**src/rtl/control_sequencer.sv**
```systemverilog
// Hardwired control unit: 3-step fetch, then per-opcode execute steps T3..T6.
// Strobes are Moore-decoded from the present step and the IR opcode.
module control_sequencer (
    input  logic        clock,
    input  logic        clear,
    input  logic        start,
    input  logic        stop,
    input  logic [31:0] IR,
    output logic        PCout,
    output logic        MARin,
    output logic        IncPC,
    output logic        Zin,
    output logic        Zlowout,
    output logic        Zhighout,
    output logic        PCin,
    output logic        Read,
    output logic        MDRin,
    output logic        MDRout,
    output logic        IRin,
    output logic        Yin,
    output logic        LOin,
    output logic        HIin,
    output logic        Gra,
    output logic        Grb,
    output logic        Grc,
    output logic        Rin,
    output logic        Rout,
    output logic [3:0]  alu_op,
    output logic [3:0]  state,
    output logic        halted,
    output logic        illegal
);

    typedef enum logic [3:0] {
        S_IDLE = 4'd0,
        S_T0   = 4'd1,
        S_T1   = 4'd2,
        S_T2   = 4'd3,
        S_T3   = 4'd4,
        S_T4   = 4'd5,
        S_T5   = 4'd6,
        S_T6   = 4'd7,
        S_HALT = 4'd8
    } state_t;

    typedef enum logic [2:0] {
        C_BIN,
        C_UN,
        C_MD,
        C_HLT,
        C_ILL
    } op_class_t;

    state_t    cur;
    state_t    nxt;
    state_t    fin;
    op_class_t cls;
    logic [3:0] code;
    logic       unused_ir;

    assign unused_ir = ^IR[26:0];
    assign state     = cur;
    assign fin       = stop ? S_HALT : S_T0;

    always_ff @(posedge clock or negedge clear) begin
        if (!clear) cur <= S_IDLE;
        else        cur <= nxt;
    end

    always_comb begin
        cls  = C_ILL;
        code = 4'b0000;
        case (IR[31:27])
            5'b00011: begin cls = C_BIN; code = 4'b0001; end
            5'b00100: begin cls = C_BIN; code = 4'b0010; end
            5'b00101: begin cls = C_BIN; code = 4'b0011; end
            5'b00110: begin cls = C_BIN; code = 4'b0100; end
            5'b00111: begin cls = C_BIN; code = 4'b0101; end
            5'b01000: begin cls = C_BIN; code = 4'b0110; end
            5'b01001: begin cls = C_BIN; code = 4'b0111; end
            5'b01010: begin cls = C_BIN; code = 4'b1000; end
            5'b01011: begin cls = C_BIN; code = 4'b1001; end
            5'b01111: begin cls = C_MD;  code = 4'b1010; end
            5'b10000: begin cls = C_MD;  code = 4'b1011; end
            5'b10001: begin cls = C_UN;  code = 4'b1100; end
            5'b10010: begin cls = C_UN;  code = 4'b1101; end
            5'b11011: cls = C_HLT;
            default:  cls = C_ILL;
        endcase
    end

    always_comb begin
        nxt      = cur;
        PCout    = 1'b0;
        MARin    = 1'b0;
        IncPC    = 1'b0;
        Zin      = 1'b0;
        Zlowout  = 1'b0;
        Zhighout = 1'b0;
        PCin     = 1'b0;
        Read     = 1'b0;
        MDRin    = 1'b0;
        MDRout   = 1'b0;
        IRin     = 1'b0;
        Yin      = 1'b0;
        LOin     = 1'b0;
        HIin     = 1'b0;
        Gra      = 1'b0;
        Grb      = 1'b0;
        Grc      = 1'b0;
        Rin      = 1'b0;
        Rout     = 1'b0;
        alu_op   = 4'b0000;
        halted   = 1'b0;
        illegal  = 1'b0;
        unique case (cur)
            S_IDLE: if (start) nxt = S_T0;
            S_T0: begin
                PCout = 1'b1; MARin = 1'b1;
                IncPC = 1'b1; Zin   = 1'b1;
                nxt   = S_T1;
            end
            S_T1: begin
                Zlowout = 1'b1; PCin  = 1'b1;
                Read    = 1'b1; MDRin = 1'b1;
                nxt     = S_T2;
            end
            S_T2: begin
                MDRout = 1'b1; IRin = 1'b1;
                nxt    = S_T3;
            end
            S_T3: begin
                case (cls)
                    C_BIN: begin
                        Grb = 1'b1; Rout = 1'b1; Yin = 1'b1;
                        nxt = S_T4;
                    end
                    C_UN: begin
                        Grb = 1'b1; Rout = 1'b1; Zin = 1'b1;
                        alu_op = code;
                        nxt = S_T4;
                    end
                    C_MD: begin
                        Gra = 1'b1; Rout = 1'b1; Yin = 1'b1;
                        nxt = S_T4;
                    end
                    C_HLT:   nxt = S_HALT;
                    default: begin
                        illegal = 1'b1;
                        nxt     = fin;
                    end
                endcase
            end
            S_T4: begin
                case (cls)
                    C_BIN, C_MD: begin
                        Grc  = (cls == C_BIN);
                        Grb  = (cls == C_MD);
                        Rout = 1'b1; Zin = 1'b1;
                        alu_op = code;
                        nxt  = S_T5;
                    end
                    C_UN: begin
                        Zlowout = 1'b1; Gra = 1'b1; Rin = 1'b1;
                        nxt = fin;
                    end
                    default: nxt = fin;
                endcase
            end
            S_T5: begin
                case (cls)
                    C_BIN: begin
                        Zlowout = 1'b1; Gra = 1'b1; Rin = 1'b1;
                        nxt = fin;
                    end
                    C_MD: begin
                        Zlowout = 1'b1; LOin = 1'b1;
                        nxt = S_T6;
                    end
                    default: nxt = fin;
                endcase
            end
            S_T6: begin
                // IR changing mid-instruction is undefined; always retire here
                if (cls == C_MD) begin
                    Zhighout = 1'b1; HIin = 1'b1;
                end
                nxt = fin;
            end
            S_HALT: halted = 1'b1;
            default: nxt = S_IDLE;
        endcase
    end

endmodule

```
**config.mk**
```make
export PLATFORM = sky130hd
export DESIGN_NAME = control_sequencer
export DESIGN_NICKNAME = d
export VERILOG_FILES = /design/src/rtl/control_sequencer.sv
export SDC_FILE = /design/constraint.sdc
export NUM_CORES = 1
export LEC_CHECK = 0
export BUFFER_PORTS_ARGS = -buffer_cell sky130_fd_sc_hd__buf_2
export CAP_MARGIN = 20
export CORE_AREA = 2 2 48 50
export DETAILED_ROUTE_END_ITERATION = 6
export DIE_AREA = 0 0 50 52
export PLACE_DENSITY = 0.8
export SLEW_MARGIN = 15
export SYNTH_ARGS = -nofsm -noshare
export SYNTH_HDL_FRONTEND = slang
export SYNTH_SLANG_ARGS = --single-unit
```
**constraint.sdc**
```tcl
create_clock -name clock -period 2.29 [get_ports clock]
set_clock_uncertainty 0.15 [all_clocks]
set_input_delay 0.1145 -clock clock [delete_from_list [all_inputs] [get_ports clock]]
set_output_delay 0.1145 -clock clock [all_outputs]
set_load 0.03 [all_outputs]
```
Yosys cells after proc, flatten, opt, wreduce, memory -nomap -nowiden --
Cells that the tools add are included.
Storage, ports and cells: bits in registers 4, memories kept 0, latch bits 0, input bits 36, memory bits (writable) 0, output and inout bits 29, ROM bits 0, word-level logic and storage cells 73
Cells by class: bitwise logic cells 1, add/sub/neg operators 0, muxes and demuxes 35, $lt $le $gt $ge 0, divide/modulo/power cells 0, multiply operators 0, equality and inequality tests 26, reduce and logical (&&, ||, !) cells 10, shifts and indexed selects 0
Operator list (number):
- $pmux 4 s13 | 1
- $pmux 4 s9 | 1
- $eq 5x4->1 const B | 5
- $mux 4 | 6
- $eq 5x3->1 const B | 4
- $eq 5x5->1 const B | 4
- $mux 1 | 18
- $eq 4x3->1 const B | 4
- $pmux 4 s2 | 2
- $pmux 3 s4 | 1
- $pmux 1 s3 | 3
- $reduce_or 9->1 | 1
- $eq 4x2->1 const B | 2
- $reduce_or 2->1 | 4
- $eq 3x2->1 const B | 2
- $pmux 1 s2 | 3
- $eq 5x2->1 const B | 1
- $eq 4x1->1 const B | 1
- $eq 4x4->1 const B | 1
- $logic_not 4->1 | 1
- $reduce_or 4->1 | 1
- $eq 3x1->1 const B | 1
- $logic_not 3->1 | 1
- $reduce_or 3->1 | 1
- 3 further kinds | 3

Longest topological paths before layout --
depth in word-level cells 7, depth in mapped cells 6, depth with buffers taken out 5

Least setup slack after synthesis --
OpenSTA, ideal clock, no wires.
path type reg2reg, start reg cur[3], in the netlist state[3], end reg cur[3], in the netlist state[3], data arrival time 2124 ps, buffers on the path 1, setup slack -62 ps, period minus slack after synthesis 2352 ps, data required time 2062 ps, setup time 78 ps, cell stages (with the launch flop) 4, path through dfrtp_1 -> clkbuf_1 -> nor4b_1 -> o21bai_1
On the way: word-level cells in the longest chain between the ends 3, elaborated cells on any way between the ends 13, those cells by class eq/ne: 9; mux: 1; bitwise: 1; reduce/logical: 2
RTL lines:
- start, declared | RTL line 54 | state_t cur;
- start signal, assigned | RTL line 67 | else cur <= nxt;
- parallel branches: the longest is 3 deep, another holds $pmux 4 s9
Parallel ways; which one is timed is not known. A chain may end at the register's enable or synchronous reset.

Final worst setup path --
start in IR[30], end out alu_op[3]
On the way: word-level cells in the longest chain between the ends 7, elaborated cells on any way between the ends 26, those cells by class eq/ne: 16; mux: 5; reduce/logical: 5
RTL lines:
- start, declared | RTL line 8 | input logic [31:0] IR,
- $eq 5x4->1, or another cell as far along | RTL line 73 | case (IR[31:27])
- $reduce_or 9->1 (no source line) or $reduce_or 2->1 (tied branches)
- $pmux 3 s4 | RTL line 73
- $eq 3x2->1 or $logic_not 3->1 (tied branches) | RTL line 155 | case (cls)
- $reduce_or 2->1 (no source line)
- $mux 4 | RTL line 155
- $pmux 4 s2 (*) | RTL line 116 | unique case (cur)
- end, declared | RTL line 28 | output logic [3:0] alu_op,
Mark *: on every way between the ends. The rest lies on a longest branch, timed or not.

==> reports/metrics.yaml <==
status: "complete, no violations"
worstRegToRegCells: 4
crit_start: "IR[30]"
grt_use_total_pct: 19.38
drc_errors: 0
fin_util_pct: 47.36
fp.dieW_um: 50
synth_largest_area_cell: "dfrtp_1"
setup_ws_ps: 179.3
yosys.area_share.xor_xnor_pct: 2.229
r2r_end: "state[2]"
finalWeightedCongestion: 0.9333
setup_viol_count_final: 0
grt_pass1_vias: 947
p_leak_nw: 0.4682
postCtsSetupRepairBufs: 0
synth_fa_ha_area_share_pct: 0
worstPathArrival_ps: 1850
crit_type: "in -> out"
timing.slew.headroom_pct: 62.89
wl_um: 2278
synth-simple-area-share_pct: 38.06
regArea_um2: 100.1
worst_pin_slew_ps: 555.5
final-hold-violation-count: 0
ir_drop_mv: 0.5796
syn_area_per_cell_um2: 6.441
final_cell_mix: "buf_2, nor2_1, a21oi_1, nand2_1, o21ai_0"
clk_path_buf_depth: 2
dp.final_hpwl_um: 1769
grt_max_degree: 17
syn_nets: 158
ios: 65
diodes: 0
critPathMaxFanout: 13
synth.area.top_cells: "dfrtp_1, nor2_1, a21oi_1, buf_4, o21ai_0"
coreArea_um2: 2106
cts_sinks: 4
ys_types: 41
drv_cap: 0
grt_pass1_wl_um: 4050
startpoint_type: "primary input"
synth-compound-area-share_pct: 33.44
dominantRegCellSynth: "dfrtp_1"
syn_inst: 122
fillCellCount: 222
ys_seq_area_share_pct: 12.74
synthToLayoutAreaGrowth_pct: 26.91
maxSlewViolCount: 0
dpl_cell_area_um2: 964.7
cts_tree: "yes"
synth_top_family_by_area: "simple AND/OR/NAND/NOR gates"
firstDrtPassIters: 4
antenna_found_initial: 0
multi_input_area_um2: 595.6
slowest_delay_ps: 550
ys_ff_latch: 4
place_inst: 176
cts_resized: 0
path_clk_slew_ps: 40
reg2reg_from: "state[0]"
rsz0062_at_grt: "false"
start_util_pct: 37.31
nets: 190
cp.required_ps: 2030
dieArea_um2: 2600
cts_buffers: 3
wl_per_cell_um: 12.66
grt_overflow: 0
fmaxAchievable_ghz: 0.4738
synth.top_cell.area_share_pct: 12.74
vias: 1044
power_density_nw_per_um2: 1020
r2r_slack_ps: 500
yosys_warnings: 0
cp_slowest_cell: "or4b_1"
syn-cell-area_um2: 785.8
synth_enable_flop_cells: 0
cts_hold_buf: 1
path_cells: "buf_2, or4b_1, a21oi_2, nor2_1, a211o_1, nor2_1, buf_2"
via_per_inst: 5.800
rows: 17
synth_mux_area_share_pct: 1.274
place_ws_ps: 189.2
fin_crit_sh_pct: 92.17
root_buffer: "clkbuf_4"
largest_reg_flops: 4
final_area_um2: 997.2
tns_ps: 0
port_buffers: 37
stdcell_count: 180
critical_path_buf_inv_count: 2
clock_latency_ps: 240
drtAntennaViolNets: 0
async_reset_ff_share_pct: 100.0
layout-drive-gt1-share_pct: 31.58
finalCriticalPeriod_ps: 2111
holdCritPathClass: "in -> async"
worst_setup_path_end_kind: "output pin"
die_h_um: 52
h-tree-depth: 1
layout_commonest_cell: "buf_2"
path_delay_family: "simple AND/OR/NAND/NOR gates"
drtIter0Drc: 24
-- layout make-up --
class	count	share of cell area (%)
Inverter	3	1.129
Clock buffer	3	2.258
Multi-Input combinational cell	99	59.72
Timing Repair Buffer	43	23.34
Sequential cell	4	10.04
Tap cell	28	3.513
-- stage by stage --
step | hold slack (ps) | total power, mW
after floorplan | -331.1 | 0.7663
after global placement | -228.3 | 0.9015
after detailed placement | -228.4 | 0.9218
after CTS | 51.99 | 1.016
after global routing | 52.10 | 1.092
final | 53.22 | 1.018
-- power by group --
group	total, mW	leakage (nW)	switching, mW	internal [mW]
Combinational	0.765	0.403	0.531	0.234
Sequential	0.162	0.0515	0.0623	0.0997
Clock	0.0910	0.0138	0.0322	0.0588
-- synthesized netlist by cell type, types with 2 or more instances --
| master | number |
|---|---|
| nand2b_1 | 6 |
| a211o_1 | 2 |
| xor2_1 | 2 |
| o31ai_1 | 3 |
| inv_1 | 3 |
| and2_1 | 4 |
| nand2_1 | 8 |
| clkbuf_1 | 8 |
| nand3_1 | 2 |
| or3_1 | 2 |
| buf_2 | 2 |
| dfrtp_1 | 4 |
| nor2b_1 | 4 |
| nor3_1 | 5 |
| nand4_1 | 2 |
| o21ai_0 | 8 |
| buf_4 | 6 |
| a2bb2oi_1 | 2 |
| nor2_1 | 16 |
| a21oi_1 | 10 |
| a311oi_1 | 3 |
-- how the worst max path moves through the flow --
| stage | end | depth (start not counted) |
|---|---|---|
| 5_1_grt | alu_op[0] | 7 |
| 4_1_cts | alu_op[3] | 7 |
| 6_report | alu_op[3] | 7 |
| 3_5_place_dp | alu_op[3] | 7 |
| 2_1_floorplan | MARin | 4 |
| 3_3_place_gp | alu_op[1] | 7 |
-- routing by layer --
metal | GRT usage (%) | up-vias | routed length, µm
met4 | 7.870 | 0 | 11
met1 | 22.30 | 492 | 1039
met5 | 0 | - | 0
met2 | 35.09 | 46 | 1056
li1 | - | 504 | -
met3 | 3.448 | 2 | 170
-- logic make-up (layout without fill, tap and decap cells) --
logic type                Yosys count  in the layout
buffers and inverters              19             49
AOI/OAI and AO/OA                  39             39
and+or+nand+nor                    57             57
DFF                                 4              4
muxes                               1              1
xor gates and xnor gates            2              2
(Power assumes the default switching activity.)
